==> src/rtl/fir_folded.sv <==
// Folded FIR: one signed MAC reused across TAPS taps, circular sample history,
// writable coefficient bank. Optional saturation counter via FIR_FOLDED_SAT_CNT_EN.
module fir_folded #(
  parameter  int unsigned TAPS      = 64,
  parameter  int unsigned DATA_W    = 16,
  parameter  int unsigned COEF_W    = 16,
  parameter  int unsigned OUT_SHIFT = 15,
  localparam int unsigned AW        = $clog2(TAPS)
) (
  input  logic              clk,
  input  logic              rst,
  input  logic              in_valid,
  output logic              in_ready,
  input  logic [DATA_W-1:0] in_sample,
  input  logic              coef_wr_en,
  input  logic [AW-1:0]     coef_wr_addr,
  input  logic [COEF_W-1:0] coef_wr_data,
  output logic              coef_wr_err,
  output logic              out_valid,
  input  logic              out_ready,
  output logic [DATA_W-1:0] out_sample,
  output logic              busy
`ifdef FIR_FOLDED_SAT_CNT_EN
  ,
  output logic [15:0]       sat_count
`endif
);

  localparam int unsigned ACC_W  = DATA_W + COEF_W + $clog2(TAPS);
  localparam int unsigned PROD_W = DATA_W + COEF_W;
  localparam int unsigned RW     = ACC_W + 1;
  localparam int unsigned CW     = $clog2(TAPS + 1);
  localparam int unsigned RND_SH = (OUT_SHIFT > 0) ? OUT_SHIFT - 1 : 0;

  localparam logic signed [RW-1:0] RND  = (OUT_SHIFT > 0) ? (RW'(1) << RND_SH) : '0;
  localparam logic signed [RW-1:0] MAXV = RW'({(DATA_W-1){1'b1}});
  localparam logic signed [RW-1:0] MINV = ~MAXV;

  typedef enum logic [1:0] {CLEAR, IDLE, MAC, OUT} state_t;

  state_t state, state_d;

  logic signed [DATA_W-1:0] hist [TAPS];
  logic signed [COEF_W-1:0] coef [TAPS];

  logic [AW-1:0]            wr_ptr;
  logic [AW-1:0]            rd_ptr;
  logic [AW-1:0]            clr_idx;
  logic [CW-1:0]            mac_cnt;
  logic signed [DATA_W-1:0] x_q;
  logic signed [COEF_W-1:0] h_q;
  logic signed [ACC_W-1:0]  acc;

  logic                     accept;
  logic                     coef_wr_ok;
  logic                     in_ready_d;
  logic                     busy_d;
  logic                     out_valid_d;
  logic                     load_res;
  logic                     coef_wr_err_d;

  logic signed [PROD_W-1:0] prod;
  logic signed [ACC_W-1:0]  prod_ext;
  logic signed [RW-1:0]     acc_rnd;
  logic signed [RW-1:0]     acc_shr;
  logic                     sat_hi;
  logic                     sat_lo;
  logic [DATA_W-1:0]        res_d;

  // Next state and next values of registered outputs
  always_comb begin
    state_d       = state;
    accept        = in_valid && in_ready;
    coef_wr_ok    = 1'b0;
    case (state)
      CLEAR: if (clr_idx == AW'(TAPS - 1)) state_d = IDLE;
      IDLE: begin
        coef_wr_ok = coef_wr_en && (32'(coef_wr_addr) < TAPS);
        if (accept) state_d = MAC;
      end
      MAC:   if (mac_cnt == CW'(TAPS)) state_d = OUT;
      OUT:   if (out_valid && out_ready) state_d = IDLE;
      default: state_d = CLEAR;
    endcase
    in_ready_d    = (state_d == IDLE);
    busy_d        = (state_d != IDLE);
    // OUT holds one settle cycle while the final accumulate lands, then presents
    out_valid_d   = (state == OUT) && (state_d == OUT);
    load_res      = (state == OUT) && !out_valid;
    coef_wr_err_d = coef_wr_en && (state != IDLE);
  end

  // Product, rounding (half toward +inf) and saturation
  always_comb begin
    prod     = x_q * h_q;
    prod_ext = {{(ACC_W-PROD_W){prod[PROD_W-1]}}, prod};
    acc_rnd  = {acc[ACC_W-1], acc} + RND;
    acc_shr  = acc_rnd >>> OUT_SHIFT;
    sat_hi   = acc_shr > MAXV;
    sat_lo   = acc_shr < MINV;
    if (sat_hi)      res_d = MAXV[DATA_W-1:0];
    else if (sat_lo) res_d = MINV[DATA_W-1:0];
    else             res_d = acc_shr[DATA_W-1:0];
  end

  always_ff @(posedge clk) begin
    if (rst) begin
      state       <= CLEAR;
      in_ready    <= 1'b0;
      out_valid   <= 1'b0;
      out_sample  <= '0;
      coef_wr_err <= 1'b0;
      busy        <= 1'b1;
    end else begin
      state       <= state_d;
      in_ready    <= in_ready_d;
      out_valid   <= out_valid_d;
      coef_wr_err <= coef_wr_err_d;
      busy        <= busy_d;
      if (load_res) out_sample <= res_d;
    end
  end

  // History, coefficient bank and MAC datapath
  always_ff @(posedge clk) begin
    if (rst) begin
      wr_ptr  <= '0;
      rd_ptr  <= '0;
      clr_idx <= '0;
      mac_cnt <= '0;
      x_q     <= '0;
      h_q     <= '0;
      acc     <= '0;
    end else begin
      case (state)
        CLEAR: begin
          hist[clr_idx] <= '0;
          coef[clr_idx] <= '0;
          clr_idx       <= clr_idx + 1'b1;
        end
        IDLE: begin
          if (coef_wr_ok) coef[coef_wr_addr] <= coef_wr_data;
          if (accept) begin
            hist[wr_ptr] <= in_sample;
            rd_ptr       <= wr_ptr;
            mac_cnt      <= '0;
            acc          <= '0;
          end
        end
        MAC: begin
          // Reads run one cycle ahead of the accumulate
          if (mac_cnt != CW'(TAPS)) begin
            x_q    <= hist[rd_ptr];
            h_q    <= coef[mac_cnt[AW-1:0]];
            rd_ptr <= (rd_ptr == '0) ? AW'(TAPS - 1) : rd_ptr - 1'b1;
          end
          if (mac_cnt != '0) acc <= acc + prod_ext;
          if (mac_cnt == CW'(TAPS))
            wr_ptr <= (wr_ptr == AW'(TAPS - 1)) ? '0 : wr_ptr + 1'b1;
          mac_cnt <= mac_cnt + 1'b1;
        end
        default: ;
      endcase
    end
  end

`ifdef FIR_FOLDED_SAT_CNT_EN
  // Counts saturated results as they are presented; sticks at all-ones
  always_ff @(posedge clk) begin
    if (rst) sat_count <= '0;
    else if (load_res && (sat_hi || sat_lo) && (sat_count != 16'hFFFF))
      sat_count <= sat_count + 16'd1;
  end
`endif

endmodule

==> config.mk <==
export PLATFORM = sky130hd
export DESIGN_NAME = fir_folded
export DESIGN_NICKNAME = d
export VERILOG_FILES = /design/src/rtl/fir_folded.sv
export SDC_FILE = /design/constraint.sdc
export NUM_CORES = 2
export LEC_CHECK = 0
export ABC_AREA = 1
export BUFFER_PORTS_ARGS = -buffer_cell sky130_fd_sc_hd__buf_2
export CAP_MARGIN = 0
export CELL_PAD_IN_SITES_DETAIL_PLACEMENT = 1
export CELL_PAD_IN_SITES_GLOBAL_PLACEMENT = 1
export CORE_MARGIN = 8
export CORE_UTILIZATION = 46
export DETAILED_ROUTE_END_ITERATION = 16
export PLACE_DENSITY = 0.73
export SLEW_MARGIN = 5
export SYNTH_ARGS = -nofsm -noshare
export SYNTH_HDL_FRONTEND = slang
export SYNTH_SLANG_ARGS = --single-unit
==> constraint.sdc <==
create_clock -name clk -period 6.6 [get_ports clk]
set_clock_uncertainty 0.1 [all_clocks]
set_input_delay 0.99 -clock clk [delete_from_list [all_inputs] [get_ports clk]]
set_output_delay 0.99 -clock clk [all_outputs]
set_load 0.01 [all_outputs]
Word-level counts from Yosys, hierarchy flattened. Memories as Yosys holds them, arrays and structs flattened. A register that Yosys moved wholly into a read port is not among the register bits. Cells that the tools add are included.

$add $sub $neg: 6. Multipliers: 1. $lt $le $gt $ge: 2. Equality and inequality tests: 14. Mux-type cells: 35. Reductions and logical operators: 17.

Operator list (number): two-way mux 38 bit (2); case mux 38 bit (2 select lines) (1); two-way mux 16 bit (4); adder 38 x 16 -> 39 bit (second input constant) (1); adder 38 x 32 -> 38 bit (1); two-way mux 6 bit (6); multiplier 16 x 16 -> 32 bit (1); OR reduction 16 bit (2); greater-than comparator 24 x 16 -> 1 bit (second input constant) (1); less-than comparator 24 x 16 -> 1 bit (second input constant) (1); two-way mux 1 bit (14); case mux 7 bit (2 select lines) (1); adder 6 x 1 -> 6 bit (second input constant) (2); equality test 6 bit (second input constant) (2); case mux 6 bit (2 select lines) (1); two-way mux 2 bit (4); case mux 2 bit (4 select lines) (1); adder 7 x 1 -> 7 bit (second input constant) (1); equality test 7 bit (second input constant) (1); two-way mux 7 bit (1); inequality test 7 bit (second input constant) (1); nonzero test 7 bit (1); equality test 2 bit (second input constant) (3); logical NOT 6 bit (1); other kinds (10) (21).

Register bits after elaboration: 85. Bits in writable memories: 2048. Word-level logic and storage cells: 88. Memories: 2.

Memories: coef (depth 64, bits a word 16, read ports 1, clocked after Yosys merged registers in 1, wr ports 1, line 44) `logic signed [COEF_W-1:0] coef [TAPS];`; hist (depth 64, bits a word 16, read ports 1, clocked after Yosys merged registers in 1, wr ports 1, line 43) `logic signed [DATA_W-1:0] hist [TAPS];`.

Depth between registers and ports, before layout.
Depth in word-level cells: 8. Gate-level depth with buffers: 28.

Worst setup path after synthesis. Ideal clock, no wire load.

Path kind: reg-to-reg. Start: register x_q[15] (read register of hist). End: register acc[36]. Data arrival time: 5.744 ns. Data required time: 6.368 ns. Slack: 0.624 ns. Stages on the path, launching flop included: 25. Buffers on the path: 2. Period minus slack after synthesis: 5.976 ns. Cell sequence: dfxtp_1 -> clkbuf_1 -> clkbuf_1 -> nand2_1 -> fa_1 -> inv_1 -> fa_1 -> inv_1 -> fa_1 -> fa_1 -> inv_1 -> fa_1 -> inv_1 -> fa_1 -> inv_1 -> ha_1 -> nand2_1 -> nor3_1 -> inv_1 -> nor3_1 -> nand3_1 -> nand3_1 -> nand2_1 -> nand3_1 -> a21oi_1.

Cells in the longest elaborated chain, start to end: 4.

RTL lines: start, declared (line 50) `logic signed [DATA_W-1:0] x_q;`; multiplier 16 x 16 -> 32 bit (line 95) `prod = x_q * h_q;`; adder 38 x 32 -> 38 bit (line 157) `if (mac_cnt != '0) acc <= acc + prod_ext;`; two-way mux 38 bit (line 157); case mux 38 bit (2 select lines) (line 135) `case (state)`; end signal, assigned (line 157); end, declared (line 52) `logic signed [ACC_W-1:0] acc;`.

No other way between the ends. The select of a mux whose other input is x is not followed. A chain may end at the register's enable or synchronous reset.

Worst setup path after layout.
Start: register x_q[4] (read register of hist). End: register acc[21].

Same word-level chain as after synthesis.

==> flow_summary_export.csv <==
group,metric,value,unit
run_status,status,"complete, no violations",
synthesis,syn-num-nets,8856,
synthesis,ys_seq_elements,2165,
power,power_density,248,nW/um^2
critical_path,cp.arrival,6.89,ns
worst_hold_path,min_path_type,"reg -> reg",
detailed_routing,drt_wl_total,307000,um
synthesis,synth_cell_types,53,
detailed_routing,wl_per_cell,26.9,um
synthesis,synth-seq-area-share,64.7,%
place,io_buffers,62,
timing,unrepaired_setup_endpoints_after_global_routing,"false",
detailed_routing,postRouteAntennaNets,0,
place,post-dp-hpwl,184000,um
timing,fmaxAchievable,0.158,GHz
critical_path,slowest_cell_delay_on_critical_path,0.93,ns
grt,initial_antenna_violation_count,6,
synthesis,synth-xor-area-share,0.204,%
detailed_routing,drcViolationCount,0,
floorplan,die_w,479,um
detailed_routing,detail_route.vias_per_cell,5.99,
synthesis,synth_edf_count,2048,
critical_path,cpMaxStageDelayCell,"sky130_fd_sc_hd__dfxtp_1",
clocking,clk_latency,0.88,ns
run,drv_cap,0,
synthesis,synthSimpleGateAreaFrac,10.2,%
critical_path,crit_path_buf_inv_count,4,
clocking,ctsRootBufferMaster,"sky130_fd_sc_hd__clkbuf_16",
synthesis,predominant_post_synthesis_flop_cell,"sky130_fd_sc_hd__edfxtp_1",
place,post-place-cells,11000,
final_layout,syn2layout_area_growth,11.1,%
synthesis,synth-async-reset-ratio,0,%
clocking,clk_path_buf_depth,3,
final_layout,layout.cells.non_filler,11400,
critical_path,critPathMaxFanout,17,
floorplan,num_rows,170,
floorplan,die_h,479,um
timing,setup_total_negative_slack,0,ns
grt,first_global_vias,72800,
detailed_routing,total_number_of_vias,68300,
timing,setup_viol_count_final,0,
timing,hold_violations_final,0,
synthesis,adder_cell_area_share_of_the_yosys_netlist,8.03,%
detailed_routing,drt_first_iter_violations,7062,
critical_path,required,7.18,ns
clocking,clk_sink_count,2165,
critical_path,cp-end-kind,"flip-flop",
power,leakage_component_of_the_power,42.9,nW
timing,slew_violations,0,
clocking,cts_tree,"yes",
floorplan,ioPinCount,63,
timing,period_share,95.7,%
synthesis,synth.mux.area_fraction,0,%
synthesis,synth_area_per_cell,11.8,um^2
final_layout,final_util,51.2,%
synthesis,synth.cell_area,98600,um^2
critical_path,path_class,"reg -> reg",
critical_path,critical-path-top-delay-family,"adder cells",
power,max-vdd-ir-drop,0.290,mV
critical_path,timing.critical_path.mode_cell,"sky130_fd_sc_hd__fa_1",
power,overall_power,27.2,mW
floorplan,dieArea,229000,um^2
place,gp_congestion,0.865,
detailed_routing,drt_first_pass_iters,5,
clocking,clkSlewWorstSetupHoldPaths,0.07,ns
clocking,tritoncts.num_buffers,216,
grt,overflow,0,
clocking,htree_levels,4,
clocking,cts_hold_buffers,0,
synthesis,netlist_instances,8373,
grt,grt_first_pass_wirelength,459000,um
floorplan,design.core.area,214000,um^2
timing,worst_slew_pin_slew,1.18,ns
critical_path,worstPathCellList,"nand2_1, fa_1, inv_1, fa_1, fa_1, fa_1, fa_1, inv_1, fa_1, inv_1, ha_1, nand2_1, nor2_1, inv_1, nor3_1, a21oi_1, or2_2, nand3_1, a21oi_1",
floorplan,start_util,46.1,%
grt,grt_usage,26.2,%
synthesis,yosysWarningCount,0,
critical_path,worst_setup_path_start_kind,"flip-flop",
final_layout,layout.nets,8876,
synthesis,dominant_combinational_cell_family_by_area_after_synthesis,"compound AO/OA/AOI/OAI gates",
timing,slew-limit-headroom,21.3,%
timing,period_minus_slack,6.31,ns
synthesis,synth-compound-area-share,12.0,%
final_layout,drive_gt1_share,8.63,%
grt,grt_max_degree,167,
## power breakdown
group,switching (mW),internal (mW)
sequential,0.0101,14.8
combinational,0.148,0.0442
clock,5.36,6.78
## area by class of cell
type                    instances  area [um^2]
diodes                          3         7.51
clock buffers                 287         5780
clock inverters               109         1120
fillers                     22000       104000
inverters                     681         2590
multi-input cells            5007        30200
flip-flops and latches       2165        63900
well taps                    2838         3550
repair buffers                322         2390
## layout by cell type (no fill, tap or decap), types with 10 or more instances in the layout
master                      synthesis  layout
sky130_fd_sc_hd__edfxtp_1        2048    2048
sky130_fd_sc_hd__nor2_1          1341    1306
sky130_fd_sc_hd__o21ai_0         1016    1014
sky130_fd_sc_hd__nand2_1          822     821
sky130_fd_sc_hd__inv_1            669     667
sky130_fd_sc_hd__fa_1             322     322
sky130_fd_sc_hd__a21oi_1          282     282
sky130_fd_sc_hd__buf_4             30     250
sky130_fd_sc_hd__nand3_1          226     226
sky130_fd_sc_hd__clkbuf_16          0     220
sky130_fd_sc_hd__o211ai_1         215     215
sky130_fd_sc_hd__a211oi_1         143     143
sky130_fd_sc_hd__o221ai_1         118     118
sky130_fd_sc_hd__ha_1             118     118
sky130_fd_sc_hd__o22ai_1          109     109
sky130_fd_sc_hd__dfxtp_1          117     106
sky130_fd_sc_hd__o21ai_1           79      81
sky130_fd_sc_hd__clkbuf_1         339      65
sky130_fd_sc_hd__buf_2            130      62
sky130_fd_sc_hd__nor3_1            51      51
sky130_fd_sc_hd__clkinv_1           3      43
sky130_fd_sc_hd__nor2_4             7      40
sky130_fd_sc_hd__clkinv_2           0      36
sky130_fd_sc_hd__a31oi_1           31      31
sky130_fd_sc_hd__nand2_2           19      18
sky130_fd_sc_hd__xor2_1            16      16
sky130_fd_sc_hd__bufinv_16          0      16
sky130_fd_sc_hd__nand4_1           13      13
sky130_fd_sc_hd__a21oi_2           12      12
sky130_fd_sc_hd__nor2_2             9      11
sky130_fd_sc_hd__buf_12             1      10
## cells by family after synthesis
kind of cell / count (synthesis)
simple gates: 2514
flops: 2165
compound gates: 2030
buf+inv: 1201
fa+ha+maj: 440
xor+xnor: 23
## registers in the layout, summed over array words and instances (netlist names), 2 cells and up
| register | cells |
|---|---|
| coef | 1024 |
| hist | 1024 |
| acc | 38 |
| h_q | 16 |
| out_sample | 16 |
| x_q | 16 |
| mac_cnt | 7 |
| clr_idx | 6 |
| rd_ptr | 6 |
| wr_ptr | 6 |
| state | 2 |
## timing repair
item | 4_1_cts | 5_1_grt
setup buffers | 0 | 0
resized for setup | 0 | 5
setup endpoints to repair | 0 | 4
## metal layers
layer	wire length (um)	up-vias	global-route usage [%]
li1	-	29600	-
met1	122000	35400	34.1
met2	150000	2700	44.1
met3	20400	693	3.65
met4	14700	2	11.6
met5	12	-	0
## final timing paths
kind | cells after the start | end | slack (ns) | startpoint
max | 19 | acc[21] | 0.29 | x_q[4]
min | 2 | out_sample[15] | 0.37 | out_sample[15]
max reg2reg | 19 | acc[21] | 0.29 | x_q[4]
min reg2reg | 2 | out_sample[15] | 0.37 | out_sample[15]
## through the flow
step / setup WS (ns) / instance area [um^2] / hold WS [ns]
finish: 0.285 / 110000 / 0.370
global route: 0.0224 / 110000 / 0.387
CTS: 0.268 / 110000 / 0.371
detailed placement: 0.370 / 103000 / 0.361
global placement: 0.417 / 103000 / 0.352
floorplan: 0.624 / 98600 / 0.344
## Yosys cell counts, types with 3 or more instances
cell type | number | area share [%]
sky130_fd_sc_hd__edfxtp_1 | 2048 | 62
sky130_fd_sc_hd__nor2_2 | 9 | 0.057
sky130_fd_sc_hd__a21oi_2 | 12 | 0.11
sky130_fd_sc_hd__o21ai_2 | 5 | 0.044
sky130_fd_sc_hd__o211ai_1 | 215 | 1.6
sky130_fd_sc_hd__fa_1 | 322 | 6.5
sky130_fd_sc_hd__a21o_1 | 5 | 0.038
sky130_fd_sc_hd__nand3_1 | 226 | 1.1
sky130_fd_sc_hd__a21oi_1 | 282 | 1.4
sky130_fd_sc_hd__o21ai_1 | 79 | 0.40
sky130_fd_sc_hd__inv_1 | 669 | 2.5
sky130_fd_sc_hd__xnor2_1 | 7 | 0.062
sky130_fd_sc_hd__buf_2 | 130 | 0.66
sky130_fd_sc_hd__or2_2 | 7 | 0.044
sky130_fd_sc_hd__clkbuf_1 | 339 | 1.3
sky130_fd_sc_hd__inv_2 | 9 | 0.034
sky130_fd_sc_hd__nor3_1 | 51 | 0.26
sky130_fd_sc_hd__nand2_2 | 19 | 0.12
sky130_fd_sc_hd__nor2_4 | 7 | 0.080
sky130_fd_sc_hd__buf_1 | 19 | 0.072
sky130_fd_sc_hd__o21bai_1 | 7 | 0.053
sky130_fd_sc_hd__clkinv_1 | 3 | 0.011
sky130_fd_sc_hd__xor2_1 | 16 | 0.14
sky130_fd_sc_hd__a31oi_1 | 31 | 0.20
sky130_fd_sc_hd__nand4_1 | 13 | 0.082
sky130_fd_sc_hd__a211oi_1 | 143 | 1.1
sky130_fd_sc_hd__buf_4 | 30 | 0.23
sky130_fd_sc_hd__o221ai_1 | 118 | 1.0
sky130_fd_sc_hd__o21ai_0 | 1016 | 5.2
sky130_fd_sc_hd__nand3_2 | 4 | 0.041
sky130_fd_sc_hd__ha_1 | 118 | 1.5
sky130_fd_sc_hd__dfxtp_1 | 117 | 2.4
sky130_fd_sc_hd__o22ai_1 | 109 | 0.69
sky130_fd_sc_hd__nand2_1 | 822 | 3.1
sky130_fd_sc_hd__nand3b_1 | 4 | 0.030
sky130_fd_sc_hd__nor2_1 | 1341 | 5.1
## worst register-to-register path, delay by kind of cell (launching register included)
family,cells,cell delay (ns)
adders and majority gates,7,3.36
and+or+nand+nor,6,1.28
DFF,1,0.93
buffers and inverters,4,0.26
AOI/OAI and AO/OA,2,0.21
Power figures use the tool's default switching activity.
